## src/rtl/axis_log_packer.sv

```systemverilog
`default_nettype none
// ============================================================================
//  Module   : axis_log_packer
//  Purpose  : Register-slice consumer for the governor's log AXI Stream port.
//             Every logged flit becomes a two-flit record on a plain AXI
//             Stream: a header flit that carries the input side channels
//             (and optionally a capture timestamp) in TDATA, followed by a
//             data flit that carries the original TDATA with TLAST set.
//  Ports    : clk, rstn (async, active-low)
//             log_T*  - input stream (TDATA/TVALID/TREADY/TKEEP/TDEST/TID/TLAST)
//                       log_TREADY is a pure register output
//             pk_T*   - output stream (TDATA/TVALID/TREADY/TKEEP/TLAST)
//  Header   : LSB first {keep, dest, id, last, ts}; ts fills the upper
//             TS_W = DATA_WIDTH - HDR_W bits.
//  Options  : `define LOG_PACK_TIMESTAMP_EN to enable the free-running capture
//             timestamp; when undefined the ts field of the header is zero.
//  Revision : 1.0 - initial release
// ============================================================================
module axis_log_packer #(
    parameter int DATA_WIDTH = 64,
    parameter int DEST_WIDTH = 16,
    parameter int ID_WIDTH   = 16
) (
    input  logic                     clk,
    input  logic                     rstn,
    // log stream in
    input  logic [DATA_WIDTH-1:0]    log_TDATA,
    input  logic                     log_TVALID,
    output logic                     log_TREADY,
    input  logic [DATA_WIDTH/8-1:0]  log_TKEEP,
    input  logic [DEST_WIDTH-1:0]    log_TDEST,
    input  logic [ID_WIDTH-1:0]      log_TID,
    input  logic                     log_TLAST,
    // packed stream out
    output logic [DATA_WIDTH-1:0]    pk_TDATA,
    output logic                     pk_TVALID,
    input  logic                     pk_TREADY,
    output logic [DATA_WIDTH/8-1:0]  pk_TKEEP,
    output logic                     pk_TLAST
);

    localparam int KEEP_W = DATA_WIDTH / 8;
    localparam int HDR_W  = KEEP_W + DEST_WIDTH + ID_WIDTH + 1;
    localparam int TS_W   = DATA_WIDTH - HDR_W;

    generate
        if (TS_W < 1) begin : g_bad_width
            $error("axis_log_packer: DATA_WIDTH too small to hold the header side channels");
        end
    endgenerate

    typedef enum logic [1:0] {
        S_IDLE = 2'd0,
        S_HDR  = 2'd1,
        S_DATA = 2'd2
    } state_t;

    // ------------------------------------------------------------------
    // 2-entry capture FIFO
    // ------------------------------------------------------------------
    logic [DATA_WIDTH-1:0] r_mem_data [2];
    logic [KEEP_W-1:0]     r_mem_keep [2];
    logic [DEST_WIDTH-1:0] r_mem_dest [2];
    logic [ID_WIDTH-1:0]   r_mem_id   [2];
    logic                  r_mem_last [2];
    logic                  r_wr_ptr;
    logic                  r_rd_ptr;
    logic [1:0]            r_count;
    logic                  r_ready;

    state_t                r_state;
    logic [DATA_WIDTH-1:0] r_pk_data;
    logic                  r_pk_valid;
    logic                  r_pk_last;

    logic                  w_push;
    logic                  w_pop;
    logic [1:0]            w_next_count;
    logic                  w_fifo_nempty;
    logic                  w_avail;
    logic [TS_W-1:0]       w_head_ts;
    logic [DATA_WIDTH-1:0] w_hdr;

    assign w_push        = log_TVALID && r_ready;
    // The entry is retired once its header has been taken; the data word is
    // copied into the output register on that same edge.
    assign w_pop         = (r_state == S_HDR) && pk_TREADY;
    assign w_next_count  = r_count + {1'b0, w_push} - {1'b0, w_pop};
    assign w_fifo_nempty = (r_count != 2'd0);
    // A flit being pushed this cycle counts as available so an idle packer
    // can present its header on the very next cycle.
    assign w_avail       = w_fifo_nempty || w_push;

`ifdef LOG_PACK_TIMESTAMP_EN
    logic [TS_W-1:0] r_ts;
    logic [TS_W-1:0] r_mem_ts [2];

    always_ff @(posedge clk or negedge rstn) begin
        if (!rstn) begin
            r_ts <= '0;
        end else begin
            r_ts <= r_ts + 1'b1;
        end
    end

    always_ff @(posedge clk) begin
        if (w_push) begin
            r_mem_ts[r_wr_ptr] <= r_ts;
        end
    end

    assign w_head_ts = w_fifo_nempty ? r_mem_ts[r_rd_ptr] : r_ts;
`else
    assign w_head_ts = '0;
`endif

    // Header of the head entry, or of the incoming flit when the FIFO is empty
    always_comb begin
        w_hdr = '0;
        if (w_fifo_nempty) begin
            w_hdr = {w_head_ts, r_mem_last[r_rd_ptr], r_mem_id[r_rd_ptr],
                     r_mem_dest[r_rd_ptr], r_mem_keep[r_rd_ptr]};
        end else begin
            w_hdr = {w_head_ts, log_TLAST, log_TID, log_TDEST, log_TKEEP};
        end
    end

    // Storage has no reset; validity is tracked by the pointers and count.
    always_ff @(posedge clk) begin
        if (w_push) begin
            r_mem_data[r_wr_ptr] <= log_TDATA;
            r_mem_keep[r_wr_ptr] <= log_TKEEP;
            r_mem_dest[r_wr_ptr] <= log_TDEST;
            r_mem_id[r_wr_ptr]   <= log_TID;
            r_mem_last[r_wr_ptr] <= log_TLAST;
        end
    end

    always_ff @(posedge clk or negedge rstn) begin
        if (!rstn) begin
            r_wr_ptr <= 1'b0;
            r_rd_ptr <= 1'b0;
            r_count  <= 2'd0;
            r_ready  <= 1'b0;
        end else begin
            if (w_push) begin
                r_wr_ptr <= ~r_wr_ptr;
            end
            if (w_pop) begin
                r_rd_ptr <= ~r_rd_ptr;
            end
            r_count <= w_next_count;
            // Registered ready: no combinational path from any input
            r_ready <= (w_next_count < 2'd2);
        end
    end

    // ------------------------------------------------------------------
    // Output FSM: header flit, then data flit, back to back
    // ------------------------------------------------------------------
    always_ff @(posedge clk or negedge rstn) begin
        if (!rstn) begin
            r_state    <= S_IDLE;
            r_pk_data  <= '0;
            r_pk_valid <= 1'b0;
            r_pk_last  <= 1'b0;
        end else begin
            case (r_state)
                S_IDLE: begin
                    if (w_avail) begin
                        r_pk_data  <= w_hdr;
                        r_pk_valid <= 1'b1;
                        r_pk_last  <= 1'b0;
                        r_state    <= S_HDR;
                    end
                end
                S_HDR: begin
                    if (pk_TREADY) begin
                        r_pk_data <= r_mem_data[r_rd_ptr];
                        r_pk_last <= 1'b1;
                        r_state   <= S_DATA;
                    end
                end
                S_DATA: begin
                    if (pk_TREADY) begin
                        if (w_avail) begin
                            r_pk_data  <= w_hdr;
                            r_pk_last  <= 1'b0;
                            r_state    <= S_HDR;
                        end else begin
                            r_pk_valid <= 1'b0;
                            r_state    <= S_IDLE;
                        end
                    end
                end
                default: begin
                    r_pk_valid <= 1'b0;
                    r_state    <= S_IDLE;
                end
            endcase
        end
    end

    assign log_TREADY = r_ready;
    assign pk_TDATA   = r_pk_data;
    assign pk_TVALID  = r_pk_valid;
    assign pk_TLAST   = r_pk_last;
    assign pk_TKEEP   = '1;

endmodule
`default_nettype wire

```

## config.mk

```make
export PLATFORM = sky130hd
export DESIGN_NAME = axis_log_packer
export DESIGN_NICKNAME = d
export VERILOG_FILES = /design/src/rtl/axis_log_packer.sv
export SDC_FILE = /design/constraint.sdc
export NUM_CORES = 1
export LEC_CHECK = 0
export BUFFER_PORTS_ARGS = -buffer_cell sky130_fd_sc_hd__buf_2
export CAP_MARGIN = 20
export CORE_UTILIZATION = 51
export CTS_CLUSTER_SIZE = 30
export DETAILED_ROUTE_END_ITERATION = 10
export GPL_ROUTABILITY_DRIVEN = 1
export GPL_TIMING_DRIVEN = 0
export PLACE_DENSITY = 0.87
export SLEW_MARGIN = 20
export SYNTH_ARGS = -nofsm -noshare
export SYNTH_HDL_FRONTEND = slang
export SYNTH_SLANG_ARGS = --single-unit
```

## constraint.sdc

```tcl
create_clock -name clk -period 5.5 [get_ports clk]
set_clock_uncertainty 0.1 [all_clocks]
set_input_delay 1.1 -clock clk [delete_from_list [all_inputs] [get_ports clk]]
set_output_delay 1.1 -clock clk [all_outputs]
set_load 0.1 [all_outputs]
```

==> metrics.txt <==
status=finished clean; Clock Path Buffers=3; endpoints failing setup=0; Final ANT Viol Nets=0; crit-path max FO=4; vias per cell=between 5 and 6; clk root buf=clkbuf_16; routability cong.=just over 0.8; synth cell count leaders=edfxtp_1 (210), dfrtp_1 (73), mux2i_1 (64); postcts setup bufs=0; first-pass GRT wire length=40.65 mm; WP data arrival=between 1000 and 1500 ps; die area=22880 um2; Achievable Freq=roughly 390 MHz; clk sinks=283; top-count cell post-synth=edfxtp_1; CP Buf/Inv Count=1; met2 wire len=approximately 13 mm; fin cells=around 1200; highest metal used=met5; largest net degree at the start of global routing=51; # IOs=184; placed inst area=12810 um2; CTS H-tree lvls=1; total of max-cap violations=0; DR WL/cell=approximately 22 um; PostCTS Resize Cnt=0; Slew @ Worst Pin=around 590 ps; initial antenna violation count=7; Area contributors post-synth=edfxtp_1 (56%), dfrtp_1 (16%), mux2i_1 (5.6%); Worst Setup Path Type=flip-flop to primary output; vias in the first global route=between 7000 and 8000; CP peak stage delay=about 470 ps; die span in x=between 150 and 200 um; Post-Syn Area per Cell=between 15 and 20 um2; Worst setup SP type=flip-flop; async set or reset register ratio after synthesis=between 20% and 30%; biggest area consumer among synthesized cells=edfxtp_1; top-area cell type share of the netlist area=55.50%; crit-path leading delay family=buffers and inverters; CTS tree=built; Yosys warnings=0; Seq/Total Area, Yosys=around 72%; routed via count=~7400; Clock Latency Late Sink=530 ps; DP Worst Slack=about 2600 ps; TritonRoute pass-1 iters=5; proportion of layout cells with a drive suffix above 1=approximately 28%; Overflow after GRT=0; Post-Route M1 WL=just over 10 mm; metal3 WL=around 2.4 mm; Req. time, crit path=~4300 ps; Fin. Hold Viols=0; Yosys cell types=32; Detailed Place HPWL=between 15 and 20 mm; final WL=about 27 mm; Nets=1051; Pins Over Slew Limit=0; core area=between 20000 and 25000 um2; Max transition margin=between 60% and 70%; number of synthesized register bits=283; Die H=approximately 150 um; Tightest Hold Check Type=input port to asynchronous set/reset pin; CP Capture Type=primary output; main flop type after synthesis=edfxtp_1; total CTS buffers=28; final non-filler cell area=between 10000 and 15000 um2; Final Critical Period=between 2000 and 3000 ps; CP max-delay cell=buf_2; Final Cycle Share=47.02%; drt drc=0; crit-path cells=buf_2; cts hold-fix bufs=0; clock-pin slew on the worst setup and hold paths=about 60 ps; number of flops mapped to enable cells by yosys=210; Synth Instances=between 700 and 800; # rows=54; Initial Util=a little over half; post-synthesis cell area=11360 um2; Area growth, synth to finish=20.65%; all-layer global routing usage=a little under a quarter; drt first-iter violations=between 500 and 600; setup repair after global routing missed its margin=no; final setup margin=between 2000 and 3000 ps; PortBufs=around 180; dpl cells=approximately 1200
==> flip-flops by register name, indices dropped and copies added, names as in the netlist <==
| register | count |
|---|---|
| log_TREADY | 1 |
| pk_TDATA | 64 |
| pk_TLAST | 1 |
| pk_TVALID | 1 |
| r_count | 2 |
| r_mem_data | 128 |
| r_mem_dest | 32 |
| r_mem_id | 32 |
| r_mem_keep | 16 |
| r_mem_last | 2 |
| r_rd_ptr | 1 |
| r_state | 2 |
| r_wr_ptr | 1 |
==> through the flow <==
step	utilization, %	TNS [ps]	hold slack [ps]
2_1_floorplan	-	0	353.0
3_3_place_gp	57.81	-84550	356.2
3_5_place_dp	58.69	0	368.6
4_1_cts	62.77	0	379.8
5_1_grt	62.79	0	393.3
6_report	62.81	0	379.3
==> worst paths after layout <==
| path | start | cells past startpoint | slack [ps] | to |
|---|---|---|---|---|
| worst max register to register | r_state[0]$_DFFE_PN0P_ | 7 | 3260 | log_TREADY$_DFF_PN0_ |
| worst min register to register | pk_TDATA[57]$_DFFE_PN0P_ | 1 | 380 | pk_TDATA[57]$_DFFE_PN0P_ |
| max in group asynchronous | rstn | 2 | 4320 | pk_TDATA[6]$_DFFE_PN0P_ |
| worst min-delay path | rstn | 1 | 380 | pk_TDATA[43]$_DFFE_PN0P_ |
| worst max-delay path | log_TREADY$_DFF_PN0_ | 1 | 2910 | log_TREADY |
| min in group clk | pk_TDATA[57]$_DFFE_PN0P_ | 1 | 380 | pk_TDATA[57]$_DFFE_PN0P_ |
==> cells by family after synthesis <==
group / after synthesis / synth area share (%)
mux: 64 / 5.638
other cells: 1 / 0.03300
xor+xnor: 6 / 0.4626
simple gates: 92 / 4.548
compound gates: 196 / 13.83
fa+ha+maj: 1 / 0.1101
buf+inv: 78 / 3.799
flops: 283 / 71.58
==> routing by layer <==
layer  track usage [%]  vias up
li1                  -     3324
met1             30.51     3611
met2             39.25      345
met3             5.934       69
met4             7.200        6
met5                 0        -
==> layout make-up <==
type                            instances  area, um2
Sequential cell                       283       8133
Fill cell                            1595       8115
Multi-Input combinational cell        367       2836
Timing Repair Buffer                  183       1056
Clock buffer                           42      794.5
Buffer                                 76      424.2
Tap cell                              280      350.3
Clock inverter                         10      96.34
Antenna cell                            4      10.01
Inverter                                2      7.507
==> cell usage in the layout (no fill, tap or decap), types with 3 or more instances in the layout <==
master	netlist	layout
a211o_1	42	42
a311oi_1	41	41
a31oi_1	41	41
buf_12	0	4
buf_16	0	3
buf_2	21	195
buf_4	12	13
buf_6	9	9
clkbuf_1	34	45
clkbuf_16	0	29
clkinv_1	0	3
clkinv_2	0	5
conb_1	1	8
dfrtp_1	73	73
diode_2	0	4
edfxtp_1	210	210
mux2i_1	64	64
nand2_1	4	4
nand2b_1	42	42
nor3_1	41	41
o211ai_1	42	42
o2bb2ai_1	23	23
xnor2_1	3	3
xor2_1	3	3
Power is left out: the tool's default activity adds up to more than one toggle a clock period on the data nets, which glitch-free logic cannot reach.
